**src/rtl/aes_req_arbiter.sv**
```systemverilog
// Round-robin arbiter sharing one AES-128 core among NUM_REQ requesters.
// Optional WAIT-state watchdog enabled by defining AES_ARB_TIMEOUT_EN.
module aes_req_arbiter #(
  parameter int NUM_REQ        = 4,
  parameter int TIMEOUT_CYCLES = 255
) (
  input  logic                       clk,
  input  logic                       rst,
  input  logic [NUM_REQ-1:0]         req_valid_i,
  output logic [NUM_REQ-1:0]         req_ready_o,
  input  logic [NUM_REQ*128-1:0]     req_key_i,
  input  logic [NUM_REQ*128-1:0]     req_pt_i,
  output logic [NUM_REQ-1:0]         rsp_valid_o,
  input  logic [NUM_REQ-1:0]         rsp_ready_i,
  output logic [127:0]               rsp_ct_o,
  output logic                       rsp_err_o,
  output logic                       aes_start_o,
  output logic [127:0]               aes_key_o,
  output logic [127:0]               aes_pt_o,
  input  logic                       aes_ready_i,
  input  logic                       aes_done_i,
  input  logic [127:0]               aes_ct_i,
  output logic                       busy_o,
  output logic [$clog2(NUM_REQ)-1:0] grant_id_o
);
  localparam int ID_W = $clog2(NUM_REQ);

  typedef enum logic [1:0] {S_IDLE, S_ISSUE, S_WAIT, S_RESP} state_e;

  state_e            state_q, state_d;
  logic [ID_W-1:0]   last_q, last_d;
  logic [ID_W-1:0]   grant_q, grant_d;
  logic [127:0]      key_q, key_d;
  logic [127:0]      pt_q, pt_d;
  logic [127:0]      ct_q, ct_d;

  logic [NUM_REQ-1:0][127:0] key_arr, pt_arr;
  assign key_arr = req_key_i;
  assign pt_arr  = req_pt_i;

  logic            hi_found, lo_found, pick_found;
  logic [ID_W-1:0] hi_idx, lo_idx, pick_idx;

`ifdef AES_ARB_TIMEOUT_EN
  localparam int TMO_W = $clog2(TIMEOUT_CYCLES + 1);
  logic [TMO_W-1:0] tmo_q, tmo_d;
  logic             err_q, err_d;
`else
  logic unused_tmo_cfg;
  assign unused_tmo_cfg = ^TIMEOUT_CYCLES;
`endif

  // Lowest valid index above last grant wins; otherwise wrap to lowest valid overall.
  always_comb begin
    hi_found = 1'b0;
    hi_idx   = '0;
    lo_found = 1'b0;
    lo_idx   = '0;
    for (int i = NUM_REQ-1; i >= 0; i--) begin
      if (req_valid_i[i]) begin
        lo_found = 1'b1;
        lo_idx   = ID_W'(i);
        if (i > int'(last_q)) begin
          hi_found = 1'b1;
          hi_idx   = ID_W'(i);
        end
      end
    end
    pick_found = lo_found;
    pick_idx   = hi_found ? hi_idx : lo_idx;
  end

  always_comb begin
    state_d     = state_q;
    last_d      = last_q;
    grant_d     = grant_q;
    key_d       = key_q;
    pt_d        = pt_q;
    ct_d        = ct_q;
    req_ready_o = '0;
    rsp_valid_o = '0;
    aes_start_o = 1'b0;
`ifdef AES_ARB_TIMEOUT_EN
    tmo_d       = tmo_q;
    err_d       = err_q;
`endif
    case (state_q)
      S_IDLE: begin
        if (aes_ready_i && pick_found) begin
          req_ready_o = NUM_REQ'(1) << pick_idx;
          grant_d     = pick_idx;
          key_d       = key_arr[pick_idx];
          pt_d        = pt_arr[pick_idx];
          state_d     = S_ISSUE;
        end
      end
      S_ISSUE: begin
        aes_start_o = 1'b1;
        state_d     = S_WAIT;
`ifdef AES_ARB_TIMEOUT_EN
        tmo_d       = '0;
`endif
      end
      S_WAIT: begin
        if (aes_done_i) begin
          ct_d    = aes_ct_i;
          state_d = S_RESP;
`ifdef AES_ARB_TIMEOUT_EN
          err_d   = 1'b0;
        end else if (tmo_q == TMO_W'(TIMEOUT_CYCLES - 1)) begin
          ct_d    = '0;
          err_d   = 1'b1;
          state_d = S_RESP;
        end else begin
          tmo_d   = tmo_q + TMO_W'(1);
`endif
        end
      end
      S_RESP: begin
        rsp_valid_o = NUM_REQ'(1) << grant_q;
        if (rsp_ready_i[grant_q]) begin
          last_d  = grant_q;
          state_d = S_IDLE;
        end
      end
      default: state_d = S_IDLE;
    endcase
  end

  always_ff @(posedge clk) begin
    if (rst) begin
      state_q <= S_IDLE;
      last_q  <= ID_W'(NUM_REQ - 1);
      grant_q <= '0;
      key_q   <= '0;
      pt_q    <= '0;
      ct_q    <= '0;
    end else begin
      state_q <= state_d;
      last_q  <= last_d;
      grant_q <= grant_d;
      key_q   <= key_d;
      pt_q    <= pt_d;
      ct_q    <= ct_d;
    end
  end

`ifdef AES_ARB_TIMEOUT_EN
  always_ff @(posedge clk) begin
    if (rst) begin
      tmo_q <= '0;
      err_q <= 1'b0;
    end else begin
      tmo_q <= tmo_d;
      err_q <= err_d;
    end
  end
  assign rsp_err_o = (state_q == S_RESP) && err_q;
`else
  assign rsp_err_o = 1'b0;
`endif

  assign rsp_ct_o   = ct_q;
  assign aes_key_o  = key_q;
  assign aes_pt_o   = pt_q;
  assign busy_o     = (state_q != S_IDLE);
  assign grant_id_o = grant_q;

endmodule

```
**config.mk**
```make
export PLATFORM = sky130hd
export DESIGN_NAME = aes_req_arbiter
export DESIGN_NICKNAME = d
export VERILOG_FILES = /design/src/rtl/aes_req_arbiter.sv
export SDC_FILE = /design/constraint.sdc
export NUM_CORES = 1
export LEC_CHECK = 0
export ABC_AREA = 1
export ABC_CLOCK_PERIOD_IN_PS = 2100
export CAP_MARGIN = 30
export CORE_AREA = 3 3 608 610
export DETAILED_ROUTE_END_ITERATION = 10
export DIE_AREA = 0 0 611 613
export PLACE_DENSITY = 0.31
export SYNTH_ARGS = -nofsm -noshare
export SYNTH_HDL_FRONTEND = slang
export SYNTH_SLANG_ARGS = --single-unit
```
**constraint.sdc**
```tcl
create_clock -name clk -period 2.1 [get_ports clk]
set_input_delay 0.42 -clock clk [delete_from_list [all_inputs] [get_ports clk]]
set_output_delay 0.42 -clock clk [all_outputs]
set_load 0.01 [all_outputs]
```
==> flow_summary.toml <==
[cells_and_area]
most_common_cell_after_layout_fill_and_taps_aside = "sky130_fd_sc_hd__clkdlybuf4s50_1"
mostFrequentLayoutCells = "sky130_fd_sc_hd__clkdlybuf4s50_1 (1165), sky130_fd_sc_hd__nor2_1 (722), sky130_fd_sc_hd__nand3_1 (673)"
final_core_util_pct = 15.6
drive_gt1_share_pct = 25.0
area.growth.synth_to_final_pct = 165
fillCellCount = 41500
finish.net_count = 6401

[floorplan]
core_um2 = 365000
die_w_um = 611
io_pins = 1561
die_y_um = 613
floorplan.initialDensity_pct = 5.89
dieArea_um2 = 375000
fp-row-count = 222

[route]
via_per_inst = 3.42
wl_per_cell_um = 30.7
drt_pass1_iterations = 6
drt.antenna.violating_nets = 0
totalWireLength_um = 312000
dr_total_vias = 34700
dr.first_iter.drc_count = 2561
dr_drc_count = 0

[power_and_ir_drop]
power.total_mw = 47.1
power_leakage_nw = 27.0
cellPowerDensity_nw_per_um2 = 828
largest_voltage_drop_on_the_vdd_net_v = 0.000520

[synth]
top_cells_by_area_in_the_synthesized_netlist = "sky130_fd_sc_hd__dfxtp_1 (36%), sky130_fd_sc_hd__nand3_1 (30%), sky130_fd_sc_hd__nor2_1 (14%)"
seq_area_frac_synth_pct = 36.3
synth.cell_area_um2 = 21500
synth_xor_xnor_area_share_pct = 0
synthSimpleGateAreaFrac_pct = 53.1
largest_family_of_logic_cells_by_synthesized_area = "simple AND/OR/NAND/NOR gates"
synth_compound_gate_area_share_pct = 3.32
post_synthesis_share_of_cell_area_spent_on_full_adders_half_adders_and_majority_gates_pct = 0.233
synthesis.area_per_instance_um2 = 6.17
synth_area_leader = "sky130_fd_sc_hd__dfxtp_1"
yosys-mux-area-fraction_pct = 0
proportion_of_netlist_area_held_by_the_largest_area_contributor_pct = 36.3
syn_inst = 3484
synth.net_count = 4652
synth.lib_cells_used.distinct = 22
ys_ff_latch = 390
synth-warning-count = 0

[clocking]
clock_tree_from_tritoncts = "done"
ctsLongestPathBuffers = 4
clock_sink_count = 390
clkTransAtPathRegs_ns = 0.06
cts_root_buf = "sky130_fd_sc_hd__clkbuf_16"
clk_latency_ns = 0.76
cts_max_level = 3
cts_made_buffers = 71

[sta]
worst_pin_slew_ns = 0.777
finalSetupTns_ns = -54.07
fmaxAchievable_ghz = 0.375
timing.final.crit_share_pct = 127
timing.clock.skew_ns = 0.0536
setup_viol_count_final = 266
final_report_hold_violation_count = 0
finalWorstSetupSlack_ns = -0.567
worst_slew_margin_rel_pct = 48.2
drv_slew = 0
holdWs_ns = 0.293
setup_repair_after_global_routing_missed_its_margin = "true"
fin_crit_ns = 2.67

[global_route]
wire_length_of_the_first_global_routing_pass_um = 376000
grt-ovfl-total = 0
number_of_antenna_violations_at_the_first_check_in_global_routing = 164
grtUsageTotal_pct = 15.4
pin_count_of_the_biggest_net_entering_global_routing = 92
first_global_vias = 33400

[status]
violations = "negative setup slack"
status = "complete, but fails checks"

[worst_setup_path]
cp_data_required_time_ns = 1.68
cpLargestDelayFamily = "buffers and inverters"
critical_path_buf_inv_count = 5
critPathLaunchType = "flip-flop"
worstPathCellList = "inv_2, ha_4, nand3_4, buf_6, nor2_4, buf_12, clkinvlp_4, nor2_1, buf_2"
critical-path-max-stage-delay_ns = 0.33
critical_path_arrival_ns = 2.25
critPathSlowestCell = "sky130_fd_sc_hd__dfxtp_2"
crit_type = "flip-flop to primary output"
endpoint_kind = "primary output"
crit_path_max_fanout = 3

[place]
gp_congestion = 0.890
port_buffers = 1559
place_hpwl_um = 248000

[flow_run]
max_cap_viol_count = 0

[worst_hold_path]
min_path_type = "primary input to flip-flop"
-- routing by layer --
| layer | GRT usage [%] | wire, µm | vias up |
|---|---|---|---|
| li1 | - | - | 15400 |
| met1 | 18.4 | 124000 | 17100 |
| met2 | 26.5 | 150000 | 1683 |
| met3 | 4.91 | 26700 | 446 |
| met4 | 3.69 | 10700 | 70 |
| met5 | 0 | 504 | - |
-- cell type report --
| class | count | area (µm²) | share of cell area, % |
|---|---|---|---|
| Sequential cell | 390 | 7840 | 13.8 |
| Clock inverter | 16 | 204 | 0.359 |
| Multi-Input combinational cell | 2751 | 17100 | 30.1 |
| Antenna cell | 54 | 135 | 0.238 |
| Inverter | 17 | 87.6 | 0.154 |
| Clock buffer | 108 | 2140 | 3.76 |
| Tap cell | 4816 | 6030 | 10.6 |
| Timing Repair Buffer | 2002 | 23300 | 41.0 |
-- Yosys cell counts --
cell type                  count
sky130_fd_sc_hd__inv_1        16
sky130_fd_sc_hd__inv_2         1
sky130_fd_sc_hd__a21oi_2       2
sky130_fd_sc_hd__nor2_4        1
sky130_fd_sc_hd__buf_4        12
sky130_fd_sc_hd__clkbuf_1    138
sky130_fd_sc_hd__nand2_2       1
sky130_fd_sc_hd__nand4_1       1
sky130_fd_sc_hd__a211oi_1      2
sky130_fd_sc_hd__o21ai_0     129
sky130_fd_sc_hd__nand3_1    1287
sky130_fd_sc_hd__buf_6         4
sky130_fd_sc_hd__conb_1        1
sky130_fd_sc_hd__buf_2       117
sky130_fd_sc_hd__nand2_1     536
sky130_fd_sc_hd__a21oi_1       4
sky130_fd_sc_hd__dfxtp_1     390
sky130_fd_sc_hd__nor3_1        4
sky130_fd_sc_hd__ha_1          4
sky130_fd_sc_hd__nor2_1      777
sky130_fd_sc_hd__o211ai_1      2
sky130_fd_sc_hd__buf_1        55
-- logic make-up after synthesis --
| family | Yosys count |
|---|---|
| compound gates | 139 |
| fa+ha+maj | 4 |
| buf+inv | 343 |
| flops | 390 |
| other cells | 1 |
| simple gates | 2607 |
-- power breakdown --
| part | internal (mW) | switching [mW] |
|---|---|---|
| Clock | 7.50 | 4.86 |
| Sequential | 9.12 | 1.37 |
| Combinational | 10.8 | 13.4 |
-- worst paths after layout --
kind                            slack [ns]              to         start  depth (start not counted)
worst max-delay path                 -0.57  req_ready_o[3]    state_q[1]                          9
worst min-delay path                  0.29    rsp_ct_o[20]  aes_ct_i[20]                          3
worst max register to register       -0.38    aes_pt_o[46]    state_q[1]                         17
worst min register to register        0.48    rsp_ct_o[17]  rsp_ct_o[17]                          2
-- through the flow --
| step | area [µm²] | setup WS [ns] | instances |
|---|---|---|---|
| 6_report | 56900 | -0.567 | 10200 |
| 5_1_grt | 56800 | -0.673 | 10100 |
| 4_1_cts | 50900 | -0.707 | 10000 |
| 3_5_place_dp | 44400 | -1.11 | 9795 |
| 3_3_place_gp | 44400 | -1.18 | 9795 |
| 2_1_floorplan | 21500 | 0.102 | 3484 |
-- tightest hold or removal path, delay by kind of cell --
family          cells  cell delay [ns]
buf+inv             1             0.39
simple gates        1             0.04
compound gates      1             0.15
-- timing repair --
item	CTS	global route
pin swaps	80	319
setup endpoints to repair	638	624
endpoints found under the hold margin	11	0
hold buffers	1	0
setup buffers	70	42
gates resized for setup	498	1171
gates cloned	53	47
-- registers in the layout (all words and copies together) (netlist names) --
name / cells
aes_key_o: 128
aes_pt_o: 128
rsp_ct_o: 128
grant_id_o: 2
last_q: 2
state_q: 2
No activity file was read; power rests on OpenSTA's default activity.
